==> src/rtl/fetch_queue.sv <==
// fetch_queue: owns the fetch PC and buffers {address, instruction} pairs
// between Instruction_Memory and the IFID register in a DEPTH-entry FIFO.
// Optional zero-latency bypass when empty: define FETCH_QUEUE_BYPASS_EN.
module fetch_queue #(
  parameter int unsigned DATA_W = 32,
  parameter int unsigned ADDR_W = 32,
  parameter int unsigned DEPTH = 4,
  parameter logic [ADDR_W-1:0] RESET_PC = '0
) (
  input  logic                       clk_i,
  input  logic                       rst_i,
  input  logic                       start_i,
  output logic [ADDR_W-1:0]          imem_addr_o,
  input  logic [DATA_W-1:0]          imem_inst_i,
  input  logic                       redirect_i,
  input  logic [ADDR_W-1:0]          redirect_addr_i,
  input  logic                       ready_i,
  output logic                       valid_o,
  output logic [ADDR_W-1:0]          addr_o,
  output logic [DATA_W-1:0]          inst_o,
  output logic [$clog2(DEPTH):0]     level_o
);

  localparam int unsigned PTR_W = $clog2(DEPTH);
  localparam int unsigned CNT_W = PTR_W + 1;

  logic [ADDR_W-1:0] pc_q;
  logic [PTR_W-1:0]  wr_ptr_q;
  logic [PTR_W-1:0]  rd_ptr_q;
  logic [CNT_W-1:0]  count_q;

  logic [ADDR_W-1:0] addr_mem [DEPTH];
  logic [DATA_W-1:0] inst_mem [DEPTH];

  logic head_valid_c;
  logic bypass_c;
  logic pop_c;
  logic push_c;
  logic store_c;

  // Handshake decode: redirect suppresses both push and pop.
  always_comb begin
    head_valid_c = (count_q != '0);
    bypass_c     = 1'b0;
`ifdef FETCH_QUEUE_BYPASS_EN
    bypass_c     = !head_valid_c && start_i && !redirect_i && ready_i;
`endif
    pop_c        = head_valid_c && ready_i && !redirect_i;
    push_c       = start_i && !redirect_i && ((count_q < CNT_W'(DEPTH)) || pop_c);
    store_c      = push_c && !bypass_c;
  end

  assign imem_addr_o = pc_q;
  assign valid_o     = head_valid_c || bypass_c;
  assign addr_o      = bypass_c ? pc_q : addr_mem[rd_ptr_q];
  assign inst_o      = bypass_c ? imem_inst_i : inst_mem[rd_ptr_q];
  assign level_o     = count_q;

  // Fetch PC, pointers and occupancy; redirect flushes and retargets.
  always_ff @(posedge clk_i or posedge rst_i) begin
    if (rst_i) begin
      pc_q     <= RESET_PC;
      wr_ptr_q <= '0;
      rd_ptr_q <= '0;
      count_q  <= '0;
    end else if (redirect_i) begin
      pc_q     <= redirect_addr_i;
      wr_ptr_q <= '0;
      rd_ptr_q <= '0;
      count_q  <= '0;
    end else begin
      if (push_c) begin
        pc_q <= pc_q + ADDR_W'(4);
      end
      if (store_c) begin
        wr_ptr_q <= wr_ptr_q + PTR_W'(1);
      end
      if (pop_c) begin
        rd_ptr_q <= rd_ptr_q + PTR_W'(1);
      end
      if (store_c && !pop_c) begin
        count_q <= count_q + CNT_W'(1);
      end else if (!store_c && pop_c) begin
        count_q <= count_q - CNT_W'(1);
      end
    end
  end

  // Entry storage; contents survive reset, only occupancy is cleared.
  always_ff @(posedge clk_i) begin
    if (store_c) begin
      addr_mem[wr_ptr_q] <= pc_q;
      inst_mem[wr_ptr_q] <= imem_inst_i;
    end
  end

endmodule

==> config.mk <==
export PLATFORM = sky130hd
export DESIGN_NAME = fetch_queue
export DESIGN_NICKNAME = d
export VERILOG_FILES = /design/src/rtl/fetch_queue.sv
export SDC_FILE = /design/constraint.sdc
export NUM_CORES = 1
export LEC_CHECK = 0
export BUFFER_PORTS_ARGS = -buffer_cell sky130_fd_sc_hd__buf_4
export CAP_MARGIN = 20
export CORE_MARGIN = 2
export CORE_UTILIZATION = 28
export CTS_CLUSTER_DIAMETER = 200
export CTS_CLUSTER_SIZE = 30
export DETAILED_ROUTE_END_ITERATION = 8
export SYNTH_ARGS = -nofsm -noshare
export SYNTH_HDL_FRONTEND = slang
export SYNTH_SLANG_ARGS = --single-unit
==> constraint.sdc <==
create_clock -name clk_i -period 2.8 [get_ports clk_i]
set_input_delay 0.42 -clock clk_i [delete_from_list [all_inputs] [get_ports clk_i]]
set_output_delay 0.42 -clock clk_i [all_outputs]
set_load 0.02 [all_outputs]
# --- Yosys cells after proc, flatten, opt, wreduce, memory -nomap -nowiden ---
# Memory sizes are Yosys's and may differ from the RTL's.
# Index checks and enable logic that the tools add are counted.
# W data, S select, Z words.
totals:
  wordCells: 37
  mem_count: 2
  output_inout_bits: 100
  mem_bits_rw: 256
  regBits: 39
memory_table:
  columns: ["name", "words", "width", "read_ports", "rd_ports_with_merged_regs", "wr", "line", "text"]
  rows:
  - ["addr_mem", 4, 32, 1, 0, 1, "32", "logic [ADDR_W-1:0] addr_mem [DEPTH];"]
  - ["inst_mem", 4, 32, 1, 0, 1, "33", "logic [DATA_W-1:0] inst_mem [DEPTH];"]
classes:
  addsub: 5
  n_lt_le_gt_ge: 1
  n_mux: 11
  reduce_logical: 14
op_table:
  columns: ["operator", "n"]
  rows:
  - ["$mux W32", 2]
  - ["$add A32 B3 Y32 const B", 1]
  - ["$mux W3", 3]
  - ["$mux W2", 4]
  - ["$logic_and A1 B1 Y1", 6]
  - ["$reduce_bool A3 Y1", 2]
  - ["$add A2 B1 Y2 const B", 2]
  - ["$reduce_bool A2 Y1", 2]
  - ["$add A3 B1 Y3 const B", 1]
  - ["$logic_not A1 Y1", 3]
  - ["$lt A3 B3 Y1 const B", 1]
  - ["$sub A3 B1 Y3 const B", 1]
  - ["$mux W1", 2]
  - ["$logic_or A1 B1 Y1", 1]

# --- Logic depth before layout (Yosys ltp) ---
# Gate-level depths: netlist (run 1).
depth:
  depth_word: 10
  mapped_depth: 7
  mapped_depth_nobuf: 7

# --- Worst setup path before layout (run 1) ---
# No wires, ideal clock.
synth_path:
  kind: "input-to-reg"
  start: "input start_i"
  end: "memory addr_mem[0][0] (enable)"
  path_slack_ns: -0.287
  setup_ns: 0.429
  arrival_ns: 2.659
  n_path_buf: 1
  path_stages: 4
  cell_sequence: "clkbuf_1 > inv_1 > nor3_1 > and2_1"
synth_via:
  elab_chain_cells: 4
synth_lines:
  columns: ["item", "line", "text"]
  rows:
  - ["start: declaration", "12", "input logic start_i,"]
  - ["$logic_and A1 B1 Y1 (2 in series)", "49", "push_c = start_i && !redirect_i && ((count_q < CNT_W'(DEPTH)) || pop_c);"]
  - ["$mux W1", "91", "if (store_c) begin"]
  - ["$mux W1 (not written as such)", "92", "addr_mem[wr_ptr_q] <= pc_q;"]
  - ["end: declaration", "32", null]
# Every way passes these cells.

# --- Worst setup path in the final report (run 1) ---
layout_path:
  start: "register rd_ptr_q[0]"
  end: "output addr_o[14]"
layout_via:
  elab_chain_cells: 1
layout_lines:
  columns: ["item", "line", "text"]
  rows:
  - ["start: declaration", "29", "logic [PTR_W-1:0] rd_ptr_q;"]
  - ["start signal: assignment", "79", "rd_ptr_q <= rd_ptr_q + PTR_W'(1);"]
  - ["$mem_v2 Z4 W32", null, null]
  - ["end: declaration", "19", "output logic [ADDR_W-1:0] addr_o,"]
# Every way passes these cells.

==> results of run 1 <==
[cell usage after synthesis, types with 2 or more instances]
| master | count |
|---|---|
| a22oi_1 | 3 |
| a31oi_1 | 14 |
| and2_1 | 5 |
| and3_1 | 2 |
| and4_1 | 3 |
| buf_1 | 4 |
| buf_2 | 6 |
| clkbuf_1 | 17 |
| dfrtp_1 | 39 |
| edfxtp_1 | 256 |
| ha_1 | 5 |
| inv_1 | 13 |
| mux2_2 | 2 |
| mux2i_1 | 2 |
| mux4_2 | 64 |
| nand2_1 | 24 |
| nand3_1 | 18 |
| nand4_1 | 13 |
| nor2_1 | 23 |
| nor2b_1 | 3 |
| nor3_1 | 10 |
| nor4_1 | 6 |
| o21ai_0 | 15 |
| o31ai_1 | 13 |
| or3_1 | 4 |
| or4_1 | 13 |
| xnor2_1 | 7 |
| xor2_1 | 5 |
[per-stage QoR]
step	hold slack [ps]	area [um^2]	util	setup WS, ps
finish	120	14100	0.344	225
global route	91.3	14100	0.344	79.2
CTS	90.4	14100	0.344	144
detailed placement	456	13700	0.335	397
global placement	458	13700	0.335	424
floorplan	519	11600	-	400
[area by class of cell]
cell class | count | area share
Tap cell | 532 | 0.0473
Clock inverter | 1 | 0.000445
Timing Repair Buffer | 190 | 0.111
Inverter | 13 | 0.00347
Clock buffer | 20 | 0.0250
Multi-Input combinational cell | 273 | 0.196
Sequential cell | 295 | 0.616
[kinds of logic (layout without fill, tap and decap cells)]
family | Yosys count | in the layout
xor+xnor | 12 | 12
flops | 295 | 295
compound gates | 55 | 55
buf+inv | 41 | 224
mux | 68 | 68
fa+ha+maj | 6 | 6
simple gates | 132 | 132
[sequential cells by signal, indices dropped and copies added, names as in the netlist]
| register | cells |
|---|---|
| wr_ptr_q | 2 |
| inst_mem | 128 |
| rd_ptr_q | 2 |
| level_o | 3 |
| imem_addr_o | 32 |
| addr_mem | 128 |
[metal layers]
metal / vias to the layer above / routed length [um]
met1: 3266 / 12500
li1: 2841 / -
met3: 13 / 1580
met2: 201 / 12500
met5: - / 0
met4: 0 / 243
[report_power, final]
group | switching (mW) | internal [mW]
registers | 0.198 | 5.03
logic | 1.16 | 1.01
clock network | 1.29 | 0.890
total | 2.65 | 6.93
[timing repair]
item                                   4_1_cts  5_1_grt
endpoints found under the hold margin       16        0
buffers inserted                             0        0
hold buffers                                 1        0
[cells in the final DEF (no fill, tap or decap), drive strengths merged, types with 14 or more instances in the layout]
| cell type | instances |
|---|---|
| nand3 | 19 |
| edfxtp | 256 |
| nor2 | 23 |
| clkbuf | 20 |
| a31oi | 14 |
| dfrtp | 39 |
| mux4 | 64 |
| o21ai | 15 |
| nand2 | 24 |
| inv | 14 |
| buf | 189 |
[worst max path at each step]
stage                start        endpoint  slack, ps  depth (start not counted)
2_1_floorplan      start_i  addr_mem[0][0]        400                          4
3_3_place_gp       ready_i      level_o[2]        420                          8
3_5_place_dp       ready_i      level_o[2]        400                          8
4_1_cts        rd_ptr_q[0]      addr_o[16]        140                          3
5_1_grt        rd_ptr_q[0]      addr_o[16]         80                          3
6_report       rd_ptr_q[0]      addr_o[14]        220                          3
==> results.yml, run 1 <==
final_layout:
  synthToLayoutAreaGrowth_pct: 21.5
  nFillCells: 3869
  register_area_um2: 8670
  antennaDiodeCount: 0
  multi_input_area_um2: 2760
  instances_no_fill: 1324
  nNetsFinal: 861
  drive_gt1_frac: 0.354
yosys:
  yosys.area.top_type: "edfxtp_1"
  yosysSeqAreaShare: 0.748
  synthArstFlopShare: 0.132
  yosys.area_share.adder: 0.00713
  synth_edf_count: 256
  synthTopCellsByArea: "edfxtp_1, mux4_2, dfrtp_1"
  netlist_area_um2: 11600
  yosysWarnings: 0
  synth_top_family_by_area: "multiplexers"
  syn_nets: 684
  synth-xor-area-share: 0.00908
  synthMuxAreaShare: 0.128
  ys_types: 48
  syn_inst: 609
  synth-seq-cells: 295
  synth_ff_type: "edfxtp_1"
  synth_simple_gate_area_frac: 0.0615
  synth-compound-area-share: 0.0313
  syn_area_per_cell_um2: 19.0
  synth_top_area_share: 0.664
timing:
  finalMaxSlewViolations: 0
  finalCritPeriodShare: 0.920
  fin_setup_tns_ps: 0
  max_clock_freq_mhz: 388
  timing.final.hold_violations: 0
  min_period_ps: 2580
  worst_slew_pin_slew_ps: 1010
  final-setup-viol-count: 0
  rsz0062_at_grt: "false"
  fin_skew_ps: 15.4
  slew_headroom: 0.323
grt:
  top_usage_layer: "met2"
  grt_pass1_wl_um: 40200
  antenna_found_initial: 0
  grt_remaining_overflow: 0
  met3_usage: 0.0216
  grt_pass1_vias: 6200
  grtUsageTotal: 0.122
  met2_usage: 0.195
  grt_start_max_net_pins: 48
  use_met1: 0.177
clocking:
  cts_tree: "done"
  cts_buffers: 13
  cts_num_sinks: 295
  worstSkewPairLatency_ps: 500
  root_buffer: "clkbuf_16"
  path_clk_slew_ps: 120
  ctsResizeCount: 0
  clk_path_buf_depth: 3
  htree_num_levels: 1
setup_path:
  criticalPathCategory: "register to output port"
  path_cells: "buf_4 > mux4_2 > buf_4"
  cpMostUsedCell: "buf_4"
  reg2reg_to: "level_o[2]"
  rr_startpoint: "level_o[2]"
  ff2ff_path_depth: 7
  crit_buf_inv: 2
  cp_top_family: "multiplexers"
  end_kind: "output port"
  cpPeakStageDelay_ps: 620
  slowest_stage: "mux4_2"
  start_kind: "register"
  r2r_slack_ps: 480
  required_ps: 2380
  path_max_fanout: 22
  crit_arrival_ps: 2160
power_and_ir_drop:
  power.total_mw: 9.59
  p_per_area_nw_per_um2: 681
  vdd_ir_drop_max_mv: 0.317
  p_leak_nw: 4.68
place:
  gp_congestion: 0.796
  placement.io_buffers: 168
  hpwl_um: 18200
  dp_cells: 1302
floorplan:
  die_w_um: 207
  pin_count: 169
  start_util: 0.284
  placementRows: 74
  dieHeight_um: 207
  die_area_um2: 43000
  core_area_um2: 40800
worst_hold_path:
  min_path_cells: 1
  holdCritStartpoint: "imem_inst_i[25]"
  worst_hold_path.endpoint: "inst_mem[1][25]"
  hold_path_class: "primary input to register"
detailed_routing:
  ant_nets: 0
  vias_per_cell: 4.77
  vias: 6321
  initialDrtViolationCount: 504
  drt-total-wl_um: 26800
  drtPass1Iterations: 5
  drc_errors: 0
  routedWlPerCell_um: 20.3
status:
  status: "finished clean"
run:
  maxCapViolations: 0
No activity file was read; power rests on OpenSTA's default activity.
==> run 2, diff against run 1 <==
--- a/config.mk
+++ b/config.mk
@@ -5,6 +5,7 @@
 export SDC_FILE = /design/constraint.sdc
 export NUM_CORES = 1
 export LEC_CHECK = 0
+export ABC_AREA = 1
 export BUFFER_PORTS_ARGS = -buffer_cell sky130_fd_sc_hd__buf_4
 export CAP_MARGIN = 20
 export CORE_MARGIN = 2
==> results.yml, run 2 <==
status:
  status: "finished clean"
place:
  placement.io_buffers: 168
  gp_congestion: 0.857
  dpl_cell_area_um2: 14300
  hpwl_um: 19400
  place_ws_ps: 509
yosys:
  yosys.cell_count.top_type: "edfxtp_1"
  synth-seq-cells: 295
  synth_top_area_share: 0.630
  synth_edf_count: 256
  synthArstFlopShare: 0.132
  synthTopCellsByArea: "edfxtp_1, dfrtp_1, o21ai_0"
  yosysSeqAreaShare: 0.710
  syn_inst: 1063
  ys_types: 31
  synth_ff_type: "edfxtp_1"
  ys_top_cells_by_count: "edfxtp_1, nor2_1, nand2_1"
  yosysWarnings: 0
  syn_nets: 1138
  syn_area_per_cell_um2: 11.5
  netlist_area_um2: 12200
  yosys.area.top_type: "edfxtp_1"
floorplan:
  core_area_um2: 43100
  pin_count: 169
  start_util: 0.283
  die_area_um2: 45300
  dieHeight_um: 213
  placementRows: 76
  die_w_um: 213
power_and_ir_drop:
  p_leak_nw: 5.33
  vdd_ir_drop_max_mv: 0.310
  power.total_mw: 10.2
  p_per_area_nw_per_um2: 697
final_layout:
  design_area_um2: 14600
  drive_gt1_frac: 0.185
  nFillCells: 4319
  register_area_um2: 8670
  final_cell_mix: "edfxtp_1, nand2_1, buf_4"
  nNetsFinal: 1288
  multi_input_area_um2: 3110
  final_common_cell: "edfxtp_1"
  synthToLayoutAreaGrowth_pct: 19.7
timing:
  max_clock_freq_mhz: 386
  layout_setup_ws_ps: 209
  fin_skew_ps: 32.3
  rsz0062_at_grt: "false"
  worst_slew_pin_slew_ps: 599
  slew_headroom: 0.598
  min_period_ps: 2590
  timing.final.hold_violations: 0
  finalMaxSlewViolations: 0
  final-setup-viol-count: 0
  finalCritPeriodShare: 0.925
clocking:
  htree_num_levels: 1
  ctsResizeCount: 0
  worstSkewPairLatency_ps: 510
  holdBufCountCts: 0
  cts_buffers: 13
  cts_setup_buffers: 0
  cts_num_sinks: 295
  path_clk_slew_ps: 120
  root_buffer: "clkbuf_16"
  clk_path_buf_depth: 3
  cts_tree: "done"
setup_path:
  end_kind: "output port"
  reg2reg_to: "level_o[1]"
  ff2ff_path_depth: 7
  criticalPathCategory: "register to output port"
  r2r_slack_ps: 790
  start_kind: "register"
  rr_startpoint: "level_o[2]"
  crit_arrival_ps: 2170
  path_max_fanout: 47
  required_ps: 2380
grt:
  met3_usage: 0.0203
  grt_remaining_overflow: 0
  grtUsageTotal: 0.135
  grt_start_max_net_pins: 130
  met2_usage: 0.225
  top_usage_layer: "met2"
  use_met1: 0.186
  grt_pass1_vias: 7721
  grt_pass1_wl_um: 46300
  antenna_found_initial: 0
detailed_routing:
  drt-total-wl_um: 31000
  routedWlPerCell_um: 17.2
  initialDrtViolationCount: 562
  vias: 8262
  ant_nets: 0
  drc_errors: 0
  vias_per_cell: 4.58
  drtPass1Iterations: 6
run:
  maxCapViolations: 0
worst_hold_path:
  hold_path_class: "primary input to asynchronous set/reset pin"
-- run 2: cell count changes after synthesis, sizes merged, moves of 10 or more --
| cell | change |
|---|---|
| mux4 | -64 |
| o22ai | +64 |
| o31ai | -13 |
| nor2 | +164 |
| a31oi | -13 |
| clkbuf | +13 |
| nand4 | -12 |
| inv | +50 |
| o21ai | +141 |
| nand2 | +158 |
| buf | +10 |
| or4 | -13 |
-- run 2: power breakdown --
group,switching [mW],internal [mW],total [mW]
Combinational,1.71,0.972,2.69
Clock,1.26,0.888,2.15
Sequential,0.267,5.09,5.35
Total,3.24,6.95,10.2
-- run 2: logic make-up (layout without fill, tap and decap cells) --
| logic type | after synthesis | count (layout) | share of synthesized area |
|---|---|---|---|
| AOI/OAI and AO/OA | 236 | 236 | 0.105 |
| xor gates and xnor gates | 7 | 7 | 0.00502 |
| adders and majority gates | 6 | 6 | 0.00676 |
| buffers and inverters | 114 | 270 | 0.0378 |
| DFF | 295 | 295 | 0.710 |
| other | 0 | 1 | 0 |
| and+or+nand+nor | 405 | 405 | 0.135 |
-- run 2: metal layers --
metal | part of all wire | up-vias
li1 | - | 4020
met1 | 0.45 | 4006
met2 | 0.48 | 204
met3 | 0.054 | 32
met4 | 0.019 | 0
met5 | 0 | -
-- run 2: area by class of cell --
class                           instances  share of cell area
Antenna cell                            1            0.000171
Multi-Input combinational cell        654               0.213
Timing Repair Buffer                  186               0.102
Inverter                               63              0.0165
Clock buffer                           20              0.0241
Tap cell                              585              0.0501
Clock inverter                          1            0.000428
Sequential cell                       295               0.593
-- run 2: worst max-delay path, cell delays in order, from the launching register on --
cell and delay [ps]:
dfrtp_2 700, buf_12 320, o21ai_0 130, o22ai_1 290, buf_4 200
-- run 2: worst max-delay path by stage --
stage | from | end | slack, ps | depth (start not counted)
finish | rd_ptr_q[1] | addr_o[21] | 210 | 4
global route | rd_ptr_q[1] | addr_o[24] | 80 | 4
CTS | rd_ptr_q[1] | addr_o[21] | 150 | 4
detailed placement | redirect_i | level_o[1] | 510 | 8
global placement | redirect_i | level_o[2] | 600 | 10
floorplan | redirect_i | addr_mem[0][0] | -300 | 5
-- run 2: per-stage QoR --
stage	utilization	setup TNS (ps)	hold WS, ps	std cells
global placement	0.331	0	512	1783
floorplan	-	-77310	519	1063
detailed placement	0.331	0	529	1783
global route	0.339	0	49.3	1804
finish	0.339	0	17.4	1805
CTS	0.339	0	15.7	1804
==> run 3, diff against run 2 <==
--- a/config.mk
+++ b/config.mk
@@ -8,11 +8,14 @@
 export ABC_AREA = 1
 export BUFFER_PORTS_ARGS = -buffer_cell sky130_fd_sc_hd__buf_4
 export CAP_MARGIN = 20
+export CELL_PAD_IN_SITES_DETAIL_PLACEMENT = 0
+export CELL_PAD_IN_SITES_GLOBAL_PLACEMENT = 1
 export CORE_MARGIN = 2
 export CORE_UTILIZATION = 28
 export CTS_CLUSTER_DIAMETER = 200
 export CTS_CLUSTER_SIZE = 30
 export DETAILED_ROUTE_END_ITERATION = 8
+export PLACE_DENSITY_LB_ADDON = 0.1
 export SYNTH_ARGS = -nofsm -noshare
 export SYNTH_HDL_FRONTEND = slang
 export SYNTH_SLANG_ARGS = --single-unit
==> results.yml, run 3 (synthesis results as in run 2) <==
status:
  status: "finished clean"
place:
  gp_congestion: 0.785
  hpwl_um: 21200
  dpl_cell_area_um2: 14300
  placement.io_buffers: 168
  place_ws_ps: 601
  dp_cells: 1787
detailed_routing:
  drtPass1Iterations: 5
  routedWlPerCell_um: 18.8
  vias: 8248
  ant_nets: 0
  vias_per_cell: 4.56
  initialDrtViolationCount: 381
  drc_errors: 0
  drt-total-wl_um: 34000
setup_path:
  rr_startpoint: "level_o[2]"
  required_ps: 2380
  cpPeakStageDelay_ps: 590
  crit_start: "rd_ptr_q[0]"
  path_cells: "buf_16 > o21ai_0 > o22ai_1 > buf_4"
  path_max_fanout: 114
  crit_arrival_ps: 2280
  r2r_slack_ps: 890
  crit_buf_inv: 2
  ff2ff_path_depth: 4
  start_kind: "register"
  cp_top_family: "buffers and inverters"
  slowest_stage: "dfrtp_4"
  criticalPathCategory: "register to output port"
  reg2reg_to: "addr_mem[1][26]"
  end_kind: "output port"
timing:
  fin_skew_ps: 23.0
  whs_ps: 125
  timing.final.hold_violations: 0
  finalMaxSlewViolations: 0
  rsz0062_at_grt: "false"
  final-setup-viol-count: 0
  finalCritPeriodShare: 0.966
  max_clock_freq_mhz: 370
  slew_headroom: 0.641
  fin_setup_tns_ps: 0
  layout_setup_ws_ps: 95.1
  min_period_ps: 2700
  worst_slew_pin_slew_ps: 536
clocking:
  cts_setup_buffers: 0
  root_buffer: "clkbuf_16"
  worstSkewPairLatency_ps: 500
  htree_num_levels: 1
  cts_buffers: 13
  clk_path_buf_depth: 3
  cts_tree: "done"
  cts_num_sinks: 295
  path_clk_slew_ps: 120
grt:
  antenna_found_initial: 0
  grtUsageTotal: 0.150
  grt_pass1_vias: 8085
  grt_remaining_overflow: 0
  grt_start_max_net_pins: 115
  grt_pass1_wl_um: 50500
worst_hold_path:
  holdCritStartpoint: "redirect_addr_i[0]"
  worst_hold_path.endpoint: "imem_addr_o[0]"
  hold_path_class: "primary input to register"
  min_path_cells: 3
floorplan:
  die_area_um2: 45300
  core_area_um2: 43100
  dieHeight_um: 213
  start_util: 0.283
  die_w_um: 213
  pin_count: 169
  placementRows: 76
run:
  maxCapViolations: 0
final_layout:
  synthToLayoutAreaGrowth_pct: 20.4
  final_util: 0.341
  final_common_cell: "edfxtp_1"
  design_area_um2: 14700
  nNetsFinal: 1293
  drive_gt1_frac: 0.189
  instances_no_fill: 1809
  final_cell_mix: "edfxtp_1, nand2_1, buf_4"
  antennaDiodeCount: 0
power_and_ir_drop:
  power.total_mw: 10.3
  p_per_area_nw_per_um2: 700
  vdd_ir_drop_max_mv: 0.358
  p_leak_nw: 5.36
run 3: cell count changes in the layout (fill, tap and decap cells not counted), sizes merged:
cell	change
clkinv	+1
clkinvlp	+1
inv	-2
buf	+4
dlygate4sd3	+1
diode	-1
run 3: area by class of cell:
type,instances,area (um^2)
clock buffers,20,352
clock inverters,1,7.51
fillers,4389,28400
inverters,63,244
multi-input cells,654,3130
flip-flops and latches,295,8670
well taps,585,732
repair buffers,191,1570
run 3: metal layers:
metal	vias up	global-route usage	wire length (um)
li1	4029	-	-
met1	4025	0.203	15800
met2	164	0.257	16400
met3	30	0.0169	1170
met4	0	0.0345	648
met5	-	0	0
run 3: worst max-delay path by stage:
stage	to	slack [ps]	cells past startpoint
2_1_floorplan	addr_mem[0][0]	-300	5
3_3_place_gp	inst_o[31]	600	5
3_5_place_dp	inst_o[31]	600	5
6_report	addr_o[16]	100	4
5_1_grt	addr_o[16]	0.8	4
4_1_cts	inst_o[31]	50	5
run 3: where the power goes:
part | switching (mW) | internal, mW | leakage, nW
clock network | 1.30 | 0.890 | 0.169
logic | 1.74 | 0.981 | 2.39
registers | 0.279 | 5.09 | 2.80
total | 3.33 | 6.96 | 5.36
run 3: what timing repair did:
item	4_1_cts	5_1_grt
hold buffers	1	0
endpoints found under the hold margin	9	0
setup endpoints to repair	0	15
gates resized for setup	0	5
run 3: worst register-to-register path: stages, from the launching register on:
cell,delay (ps)
dfrtp_1,440
nand2_1,120
nand3_4,250
nor2_4,520
buf_12,250
